<file path="src/rtl/reg_write_sequencer_if.sv">
// ---------------------------------------------------------------------------
// reg_write_sequencer_if
//   Command handshake between the control unit and the register write
//   sequencer. One command is transferred on a clock edge where both
//   cmd_valid and cmd_ready are high.
//
//   cmd_valid  master->slave  command present
//   cmd_ready  slave->master  sequencer idle and able to accept
//   cmd_clr    master->slave  "clear all registers" (other fields ignored)
//   cmd_wb     master->slave  write ALU result back to cmd_dst
//   cmd_src_a  master->slave  ALU operand A register index
//   cmd_src_b  master->slave  ALU operand B register index
//   cmd_dst    master->slave  destination register index
// ---------------------------------------------------------------------------
interface reg_write_sequencer_if #(
   parameter int NUM_REGS = 4
);
   localparam int SEL_W = $clog2(NUM_REGS);

   logic             cmd_valid;
   logic             cmd_ready;
   logic             cmd_clr;
   logic             cmd_wb;
   logic [SEL_W-1:0] cmd_src_a;
   logic [SEL_W-1:0] cmd_src_b;
   logic [SEL_W-1:0] cmd_dst;

   modport master (
      output cmd_valid, cmd_clr, cmd_wb, cmd_src_a, cmd_src_b, cmd_dst,
      input  cmd_ready
   );

   modport slave (
      input  cmd_valid, cmd_clr, cmd_wb, cmd_src_a, cmd_src_b, cmd_dst,
      output cmd_ready
   );
endinterface

</file>
<file path="src/rtl/reg_write_sequencer.sv">
// ---------------------------------------------------------------------------
// reg_write_sequencer
//   Multi-cycle controller sequencing the register bank around the ALU.
//   An ALU command walks READ -> EXEC (ALU_LAT cycles) -> WRITE -> DONE;
//   a clear command walks CLEAR -> DONE. One command in flight at a time.
//
//   clk        rising-edge clock
//   reset      synchronous, active-high reset
//   cmd        command handshake (slave side)
//   rd_sel_a   read-mux select A, held from READ through WRITE
//   rd_sel_b   read-mux select B, held from READ through WRITE
//   alu_start  one-cycle pulse on the first EXEC cycle
//   save       one-hot (or zero) save strobe in WRITE
//   reg_clr    one-cycle clear strobe to all registers
//   done       one-cycle completion pulse
//   err        with done: write-back requested to an index >= NUM_REGS
// ---------------------------------------------------------------------------
module reg_write_sequencer #(
   parameter int NUM_REGS = 4,
   parameter int ALU_LAT  = 1,
   localparam int SEL_W   = $clog2(NUM_REGS)
) (
   input  logic                clk,
   input  logic                reset,
   reg_write_sequencer_if.slave cmd,
   output logic [SEL_W-1:0]    rd_sel_a,
   output logic [SEL_W-1:0]    rd_sel_b,
   output logic                alu_start,
   output logic [NUM_REGS-1:0] save,
   output logic                reg_clr,
   output logic                done,
   output logic                err
);

   // Counter only has to hold ALU_LAT-1.
   localparam int CNT_W = (ALU_LAT > 1) ? $clog2(ALU_LAT) : 1;

   typedef enum logic [2:0] {
      IDLE,
      CLEAR,
      READ,
      EXEC,
      WRITE,
      DONE
   } state_t;

   state_t           state, state_next;
   logic [CNT_W-1:0] cnt, cnt_next;
   logic [SEL_W-1:0] src_a_q, src_b_q, dst_q;
   logic             wb_q;
   logic             accept;
   logic             dst_ok;

   assign accept = cmd.cmd_valid && (state == IDLE);
   assign dst_ok = int'(dst_q) < NUM_REGS;

   // NOTE: sequential state uses non-blocking assignments so every register
   // samples the pre-edge values, independent of statement order.
   always_ff @(posedge clk) begin
      if (reset) begin
         state   <= IDLE;
         cnt     <= '0;
         src_a_q <= '0;
         src_b_q <= '0;
         dst_q   <= '0;
         wb_q    <= 1'b0;
      end else begin
         state <= state_next;
         cnt   <= cnt_next;
         if (accept) begin
            src_a_q <= cmd.cmd_src_a;
            src_b_q <= cmd.cmd_src_b;
            dst_q   <= cmd.cmd_dst;
            // A clear never writes back, so it can never flag err.
            wb_q    <= cmd.cmd_wb & ~cmd.cmd_clr;
         end
      end
   end

   always_comb begin
      // NOTE: every output of this block gets a default first, so no path
      // through the case leaves a signal unassigned and no latch is inferred.
      state_next    = state;
      cnt_next      = cnt;
      cmd.cmd_ready = (state == IDLE);
      rd_sel_a      = '0;
      rd_sel_b      = '0;
      alu_start     = 1'b0;
      save          = '0;
      reg_clr       = 1'b0;
      done          = 1'b0;
      err           = 1'b0;

      case (state)
         IDLE: begin
            if (accept) state_next = cmd.cmd_clr ? CLEAR : READ;
         end
         CLEAR: begin
            reg_clr    = 1'b1;
            state_next = DONE;
         end
         READ: begin
            rd_sel_a   = src_a_q;
            rd_sel_b   = src_b_q;
            cnt_next   = CNT_W'(ALU_LAT - 1);
            state_next = EXEC;
         end
         EXEC: begin
            rd_sel_a = src_a_q;
            rd_sel_b = src_b_q;
            // The counter is freshly loaded on the first EXEC cycle only.
            alu_start = (cnt == CNT_W'(ALU_LAT - 1));
            if (cnt == '0) state_next = WRITE;
            else           cnt_next   = cnt - CNT_W'(1);
         end
         WRITE: begin
            rd_sel_a = src_a_q;
            rd_sel_b = src_b_q;
            if (wb_q && dst_ok) save = NUM_REGS'(1) << dst_q;
            state_next = DONE;
         end
         DONE: begin
            done       = 1'b1;
            err        = wb_q && !dst_ok;
            state_next = IDLE;
         end
         default: state_next = IDLE;
      endcase

      // Reset takes effect at once on the strobes so an aborted command
      // never emits a partial pulse.
      if (reset) begin
         rd_sel_a  = '0;
         rd_sel_b  = '0;
         alu_start = 1'b0;
         save      = '0;
         reg_clr   = 1'b0;
         done      = 1'b0;
         err       = 1'b0;
      end
   end

endmodule

</file>
<file path="src/flat_wrapper.sv">
// flat-port wrapper written by rule: the top's interface ports become plain ports
module reg_write_sequencer_flat 
#(
   parameter int NUM_REGS = 4,
   parameter int ALU_LAT  = 1,
   localparam int SEL_W   = $clog2(NUM_REGS)
)
  (clk, reset, rd_sel_a, rd_sel_b, alu_start, save, reg_clr, done, err, cmd_cmd_valid, cmd_cmd_clr, cmd_cmd_wb, cmd_cmd_src_a, cmd_cmd_src_b, cmd_cmd_dst, cmd_cmd_ready);
  reg_write_sequencer_if #(.NUM_REGS(NUM_REGS)) cmd_i ();
  input  logic clk;
  input  logic reset;
  output logic [SEL_W-1:0] rd_sel_a;
  output logic [SEL_W-1:0] rd_sel_b;
  output logic alu_start;
  output logic [NUM_REGS-1:0] save;
  output logic reg_clr;
  output logic done;
  output logic err;
  input wire logic [$bits(cmd_i.cmd_valid)-1:0] cmd_cmd_valid;
  input wire logic [$bits(cmd_i.cmd_clr)-1:0] cmd_cmd_clr;
  input wire logic [$bits(cmd_i.cmd_wb)-1:0] cmd_cmd_wb;
  input wire logic [$bits(cmd_i.cmd_src_a)-1:0] cmd_cmd_src_a;
  input wire logic [$bits(cmd_i.cmd_src_b)-1:0] cmd_cmd_src_b;
  input wire logic [$bits(cmd_i.cmd_dst)-1:0] cmd_cmd_dst;
  output wire logic [$bits(cmd_i.cmd_ready)-1:0] cmd_cmd_ready;
  assign cmd_i.cmd_valid = cmd_cmd_valid;
  assign cmd_i.cmd_clr = cmd_cmd_clr;
  assign cmd_i.cmd_wb = cmd_cmd_wb;
  assign cmd_i.cmd_src_a = cmd_cmd_src_a;
  assign cmd_i.cmd_src_b = cmd_cmd_src_b;
  assign cmd_i.cmd_dst = cmd_cmd_dst;
  assign cmd_cmd_ready = cmd_i.cmd_ready;
  reg_write_sequencer #(.NUM_REGS(NUM_REGS), .ALU_LAT(ALU_LAT)) u_core (.clk(clk), .reset(reset), .cmd(cmd_i), .rd_sel_a(rd_sel_a), .rd_sel_b(rd_sel_b), .alu_start(alu_start), .save(save), .reg_clr(reg_clr), .done(done), .err(err));
endmodule
</file>
<file path="config.mk">
export PLATFORM = sky130hd
export DESIGN_NAME = reg_write_sequencer_flat
export DESIGN_NICKNAME = d
export VERILOG_FILES = /design/src/rtl/reg_write_sequencer_if.sv /design/src/rtl/reg_write_sequencer.sv /design/src/flat_wrapper.sv
export SDC_FILE = /design/constraint.sdc
export NUM_CORES = 1
export LEC_CHECK = 0
export CELL_PAD_IN_SITES_DETAIL_PLACEMENT = 1
export CELL_PAD_IN_SITES_GLOBAL_PLACEMENT = 1
export CORE_MARGIN = 8
export CORE_UTILIZATION = 33
export DETAILED_ROUTE_END_ITERATION = 10
export PLACE_DENSITY = 0.79
export SETUP_SLACK_MARGIN = 0.4
export SYNTH_ARGS = -nofsm -noshare
export SYNTH_HDL_FRONTEND = slang
export SYNTH_SLANG_ARGS = --single-unit
</file>
<file path="constraint.sdc">
create_clock -name clk -period 1.9 [get_ports clk]
set_input_delay 0.38 -clock clk [delete_from_list [all_inputs] [get_ports clk]]
set_output_delay 0.38 -clock clk [all_outputs]
set_load 0.005 [all_outputs]
</file>
## After elaboration in Yosys (flattened, before gate mapping)

Cells that the tools add are included.

| cells by class | value |
|---|---|
| $add $sub $neg | 1 |
| equality and inequality tests | 7 |
| shift-type cells | 1 |
| multiplexer cells | 19 |
| bitwise gates (word level) | 3 |
| reduce and logical (&&, ||, !) cells | 6 |

Operator list:

| kind | count |
|---|---|
| $mux 4 | 3 |
| $pmux 3 s4 | 1 |
| $mux 2 | 5 |
| $mux 1 | 7 |
| $eq 3x2->1 const B | 2 |
| $eq 3x3->1 const B | 2 |
| $mux 3 | 2 |
| $shl 1x2->4 const A | 1 |
| $eq 3x1->1 const B | 1 |
| $logic_not 3->1 | 1 |
| $reduce_or 3->1 | 1 |
| $ne 2x1->1 const B | 1 |
| $ne 2x2->1 const B | 1 |
| $not 1->1 | 2 |
| $pmux 1 s2 | 1 |
| $reduce_and 2->1 | 1 |
| $reduce_bool 2->1 | 1 |
| $reduce_or 2->1 | 1 |
| $and 1x1->1 | 1 |
| $logic_and 1x1->1 | 1 |
| $sub 1x1->1 const B | 1 |

| storage, ports and cells | value |
|---|---|
| register bits | 11 |
| input bits | 11 |
| output and inout bits | 13 |

## Longest topological paths before layout

| logic depth | value |
|---|---|
| depth in word-level cells | 4 |
| depth in mapped cells | 3 |

## Worst setup path after synthesis

No wires, ideal clock.

| timing path | value |
|---|---|
| path kind | register to output |
| from | register u_core.state[1] |
| to | output save[1] |
| arrival | 1.047 ns |
| path slack | 0.473 ns |
| cell stages (with the launch flop) | 4 |
| buffers on the path | 1 |
| cells stage by stage | dfxtp_1 buf_6 or3_4 nor4b_2 |

| between the ends | value |
|---|---|
| word-level cells in the longest chain between the ends | 3 |

Ends and longest elaborated chain:

| element | RTL line | source |
|---|---|---|
| start: declaration | reg_write_sequencer.sv:47 | `state_t state, state_next;` |
| start signal: assignment | reg_write_sequencer.sv:68 | `state <= state_next;` |
| $eq 3x3->1 | reg_write_sequencer.sv:94 | `case (state)` |
| $mux 4 | reg_write_sequencer.sv:94 |  |
| $mux 4 | reg_write_sequencer.sv:132 | `if (reset) begin` |
| end: declaration | flat_wrapper.sv:15 | `output logic [NUM_REGS-1:0] save;` |

Every way passes these cells.

## Final worst setup path

| timing path | value |
|---|---|
| from | register u_core.state[1] |
| to | output rd_sel_b[0] |

| between the ends | value |
|---|---|
| word-level cells in the longest chain between the ends | 4 |
| elaborated cells on any way between the ends | 6 |

Ends and longest elaborated chain:

| element | RTL line | source |
|---|---|---|
| $eq 3x2->1 / $eq 3x3->1 (equally long branches) | reg_write_sequencer.sv:94 |  |
| $reduce_or 3->1 (no line) (*) | n/a |  |
| $mux 2 (*) | reg_write_sequencer.sv:94 |  |
| $mux 2 (*) | reg_write_sequencer.sv:132 |  |
| end: declaration | flat_wrapper.sv:13 | `output logic [SEL_W-1:0] rd_sel_b;` |

Every way passes the cells marked *; elsewhere a longest branch is shown, timed or not.

==> results <==
per-stage QoR:
step	setup TNS (ns)	hold WS, ns	utilization, %	cell area [um^2]
2_1_floorplan	0	0.449	-	641
3_3_place_gp	-3.08	0.459	48.9	931
3_5_place_dp	-3.62	0.474	48.9	931
4_1_cts	0	0.430	51.6	981
5_1_grt	-0.0513	0.426	52.8	1000
6_report	0	0.422	52.8	1000
power by group through the flow:
stage          registers, mW  logic, mW  clock network (mW)
2_1_floorplan          0.256      0.118                   0
3_3_place_gp           0.257      0.201                   0
3_5_place_dp           0.260      0.209                   0
4_1_cts                0.260      0.222               0.201
5_1_grt                0.265      0.255               0.212
6_report               0.262      0.233               0.196
worst max path at each step:
stage	startpoint	to	slack, ns	cells past startpoint
floorplan	u_core.state[1]	save[1]	0.47	3
global placement	reset	save[1]	-0.40	4
detailed placement	reset	save[2]	-0.48	4
CTS	u_core.state[1]	rd_sel_b[0]	0.002	4
global route	u_core.state[1]	rd_sel_b[1]	-0.02	4
finish	u_core.state[1]	rd_sel_b[0]	0.02	4
layout make-up:
cell class              count  area [um^2]  share of cell area (%)
well taps                  27         33.8                    3.36
flip-flops and latches     10          209                    20.8
multi-input cells          49          439                    43.7
inverters                   5         18.8                    1.87
repair buffers             35          268                    26.7
clock buffers               4         36.3                    3.61
worst min-delay path, stage by stage:
cell	delay [ns]
buf_2	0.11
buf_6	0.11
a2111oi_1	0.05
state kept, by name (all words and copies together) (netlist names):
name and flops:
u_core.state 3, u_core.dst_q 2, u_core.src_b_q 2, u_core.src_a_q 2
u_core.wb_q 1
cells by family (layout without fill, tap and decap cells):
logic type / Yosys count / after routing / synth area share [%]
buffers and inverters: 11 / 44 / 8.98
and+or+nand+nor: 32 / 32 / 34.4
AOI/OAI and AO/OA: 9 / 9 / 13.9
muxes: 7 / 7 / 10.9
DFF: 10 / 10 / 31.2
other: 1 / 1 / 0.585
placed cells by master (no fill, tap or decap), types with 2 or more instances in the layout:
master	n
inv_1	5
nor3_2	2
buf_2	13
o21a_1	2
buf_6	4
a211oi_2	4
mux2i_1	7
nand2_1	2
dfxtp_4	2
buf_4	9
clkbuf_4	3
dfxtp_1	7
nand2b_1	14
clkdlybuf4s50_1	9
nor3_1	2
per-layer routing:
layer	routed length [um]	up-vias	share of wire, %	track usage [%]
met4	15	0	0.80	4.08
li1	-	306	-	-
met1	770	294	41	12.7
met2	987	16	53	20.5
met5	0	-	0	0
met3	91	3	4.9	3.01
Yosys cell counts, drive strengths merged:
library cell,n
or2b,1
buf,5
conb,1
nor3b,1
a2111oi,2
mux2i,7
or3b,2
nor4,2
nand2,2
or3,1
nor2b,1
nand2b,15
dfxtp,10
nor4b,2
inv,5
o21a,2
a21oi,1
nor2,1
nor3,4
a211oi,4
clkbuf,1
what timing repair did:
action / 4_1_cts / 5_1_grt
endpoints found under the setup margin: 12 / 10
setup buffers: 1 / 2
gates resized for setup: 65 / 5
endpoints found under the hold margin: 0 / 0
pin swaps: 4 / 2
==> key figures <==
Status
  – Run status: finished, final reports clean

Place
  – Routability cong.: slightly above 0.7
  – Final HPWL from detailed placement: between 1 and 1.5 mm
  – Buffers on Ports: 22
  – Place WS: -0.481 ns
  – Inst Count DP: 123

Die
  – Die area: around 0.0036 mm^2
  – # IOs: 24
  – Initial Utilization: 33.7%
  – Die Wd: 60.1 um
  – Site Rows: 16
  – Die Ht: approximately 60 um
  – Core area: 0.00190 mm^2

Yosys
  – Seq/Total Area, Yosys: 31.3%
  – YS warnings: 0
  – Average size of a mapped cell: 9.15 um^2
  – Unique masters post-synth: 26
  – Synth Register Bits: 10
  – Post-Synthesis Cells: 70
  – Cell accounting for the most synthesized area: dfxtp_1
  – Share of the synthesized area in the top cell type: a little under a third
  – Syn_nets: just over 80
  – Ranking of synthesized cells by area: dfxtp_1, nand2b_1, mux2i_1
  – Post-Syn Area: around 640 um^2

Setup path
  – Max FO, Critical Path: 5
  – R2r setup slk: 0.63 ns
  – Largest stage delay on the critical path: ~0.40 ns
  – Worst Path Required: around 1.5 ns
  – Slowest CP cell: or3b_4
  – Setup Crit Path Kind: reg -> out
  – Worst reg2reg path endpoint: u_core.dst_q[1]
  – Worst r2r path cells: 4
  – Crit path cell chain: or3b_4 -> buf_6 -> a211oi_2 -> buf_2
  – Startpoint Class: register
  – R2R Path Start: u_core.state[0]
  – Critical path buffers and inverters: 2
  – Family with the most delay on the worst path: simple AND/OR/NAND/NOR gates
  – CP arrival: ~1.5 ns
  – Worst Setup End Kind: output pin

Timing
  – Final Cycle Share: 99.0%
  – Final min period: around 1.9 ns
  – Setup violators final: 0
  – F_max: around 0.53 GHz
  – Unrepaired setup endpoints after global routing: yes
  – Final worst slack: around 0.018 ns
  – Clk_skew: approximately 0.00063 ns
  – Final Hold Vio Count: 0
  – Final Max Slew Viols: 0

Clock tree
  – Hold-fix buffer count after cts: 0
  – Sink Count: 10
  – Cts bufs inserted: 3
  – Htree depth: 1
  – CTS tree: built
  – Worst-path clk slew: roughly 0.07 ns
  – Later-pin clock latency in the skew report: 0.27 ns
  – Bufs on Longest Clock Path: 2
  – Root buffer cell: clkbuf_4

Detailed routing
  – DR iter-0 viols: 1
  – Average wire per standard cell: between 10 and 15 um
  – Via count: 619
  – DRC viols: 0
  – Total wire length: around 1.9 mm
  – Drt pass-1 iters: 2
  – Vias per inst: roughly 4.8
  – ANT nets after route: 0

Flow run
  – Max_cap viols: 0

Power and ir drop
  – P_leak: a little under 0.4 nW
  – Psw: between 0.2 and 0.25 mW
  – VDD IR max: between 0.4 and 0.5 mV
  – Clock power share: 28.4%
  – Power Internal: 0.483 mW
  – Sw Share: ~30%
  – Total Power: ~0.7 mW
  – Combinational Power Share: about a third
  – Power Density: around 690 mW/mm^2
  – Seq pwr share: 37.9%

Worst hold path
  – Hold Crit Depth: 3
  – Hold_sp: reset
  – Worst Hold Class: in -> reg
  – Hold Path End: u_core.state[0]

Finish
  – Post-Layout Cell Count: 130
  – Synth-to-layout area growth: 56.8%
  – Fill count: 231
  – Nets: 115
  – Ant diodes: 0
  – Layout cells sized above 1: a little under half

Global route
  – Vias in the first global route: approximately 660
  – First-pass GRT wire length: about 3.2 mm
  – Pin count of the biggest net entering global routing: 19
  – Total GRT Usage: 11.5%
  – Overflow after GRT: 0
  – Initial antenna violation count: 0
No activity file was read; power rests on OpenSTA's default activity.
==> edit, RTL diff (config.mk and constraints unchanged) <==
`ALU_LAT` is set to 1 in 2 places; all go to 2. Comments in the files are not updated.
--- a/src/rtl/reg_write_sequencer.sv
+++ b/src/rtl/reg_write_sequencer.sv
@@ -18,5 +18,5 @@
 module reg_write_sequencer #(
    parameter int NUM_REGS = 4,
-   parameter int ALU_LAT  = 1,
+   parameter int ALU_LAT  = 2,
    localparam int SEL_W   = $clog2(NUM_REGS)
 ) (
--- a/src/flat_wrapper.sv
+++ b/src/flat_wrapper.sv
@@ -3,5 +3,5 @@
 #(
    parameter int NUM_REGS = 4,
-   parameter int ALU_LAT  = 1,
+   parameter int ALU_LAT  = 2,
    localparam int SEL_W   = $clog2(NUM_REGS)
 )
Formal check against the unedited RTL: not equivalent (Yosys sat finds a counterexample within 4 cycles, from zero or initial values and one cycle with reset high).
==> edit against the unedited design <==
  * The run now ends with negative setup slack left
  * Setup slack worse by 0.044 ns
  * Largest cell class unchanged
  * Sequential cell count up 1
  * Largest power group is now combinational cells
  * Routed wire length up 29%
  * Cell area up 11%
  * Synthesized cell count down 4.3%
  * Power up 12%
  * Count of clock-buffer cells in the layout unchanged
  * Area after synthesis down 7.6%
  * Critical path depth up 2
  * Utilization up 13 points
==> edit: results (changes against the unedited design) <==
Status
  • Run status: finished with violations
  • Failing checks: negative setup slack

Worst hold path
  • Worst Hold Endpoint: u_core.src_a_q[0]$_SDFFE_PP0P_
  • Worst hold path depth: 2 (-1)
  • Min-delay src: u_core.src_a_q[0]$_SDFFE_PP0P_

Critical path
  • Worst Path Max Fanout: 3 (-2)
  • Data arrival time of the critical path: 1.55 ns (+0.05 ns)
  • R2R cell count: 8 (+4)
  • Startpoint of the worst register-to-register path: u_core.state[1]$_SDFFE_PP0P_
  • Setup slack of the most critical reg-to-reg path: 0.26 ns (-0.37 ns)
  • Critical Path Start: u_core.state[0]$_SDFFE_PP0P_

Timing
  • Setup WS post-layout: -0.0257 ns (-0.0441 ns)
  • Final-report setup violation count: 1 (+1)

Drt
  • Routed wl met3: 127 µm (+40%)
  • Number of design-rule violations left by the first detailed-router iteration: 4 (+3)
  • Routed met1 length: 980 µm (+27%)
  • Total number of vias: 660 (+6.6%)
  • WL met2: 1.25 mm (+27%)

Global route
  • Number of global-route vias before repair: 746 (+13%)
  • Largest net degree at the start of global routing: 11 (-8)
  • Combined global-route utilization of all metal layers: 13.6% (+2.1 points)

Pwr
  • Leakage: 0.486 nW (+23%)
  • Power of the combinational group: 341 µW (+46%)

Final layout
  • Number of nets in the layout: 123 (+7.0%)

Logic synthesis
  • Register area share after synthesis: 37.2% (+6.0 points)
  • Mapped Nets: 78 (-3.7%)
## edit: kinds of logic (layout without fill, tap and decap cells)
| logic type | count (synthesis) | count (layout) | share of synthesized area, % |
|---|---|---|---|
| AO/OA/AOI/OAI | 9 | 9 | 11.8 |
| AND/OR/NAND/NOR | 32 | 32 | 32.1 |
| buffers and inverters | 8 | 52 | 8.03 |
| other | 1 | 1 | 0.634 |
| flip-flops | 11 | 11 | 37.2 |
| multiplexers | 6 | 6 | 10.1 |
## edit: worst max-delay path by stage
stage                        to  slack (ns)  cells after the start
CTS                 rd_sel_b[0]       -0.06                      6
detailed placement  rd_sel_b[0]       -0.37                      5
finish              rd_sel_b[0]       -0.03                      6
global placement    rd_sel_b[1]       -0.34                      5
global route        rd_sel_b[0]       -0.07                      6
floorplan           rd_sel_a[0]        0.41                      4
## edit: repair_timing
| action | CTS | global route |
|---|---|---|
| endpoints found under the setup margin | 12 | 19 |
| resized for setup | 78 | 11 |
| buffers inserted | 11 | 5 |
| pin swaps | 16 | 11 |
## edit: per-stage QoR
step                      hold WS [ns]  util (%)  setup WS (ns)
after floorplan                  0.452         -          0.407
after global placement           0.465      50.5         -0.338
after detailed placement         0.477      50.5         -0.370
after CTS                        0.508      60.1        -0.0619
after global routing             0.548      65.5        -0.0735
final                            0.490      65.5        -0.0257
## edit: critical path, cell delays in order, from the launching register on
cell and delay [ns]:
dfxtp_2 0.32, or3b_4 0.41, a21oi_4 0.15, buf_6 0.12
buf_6 0.08, and2_4 0.12, buf_6 0.08
## edit: cell type report
type | count | area [µm²]
sequential | 11 | 224
fill | 186 | 589
tap | 25 | 31.3
inverter | 2 | 7.51
timing repair buffer | 46 | 400
clock buffer | 4 | 26.3
multi-input combinational | 48 | 429
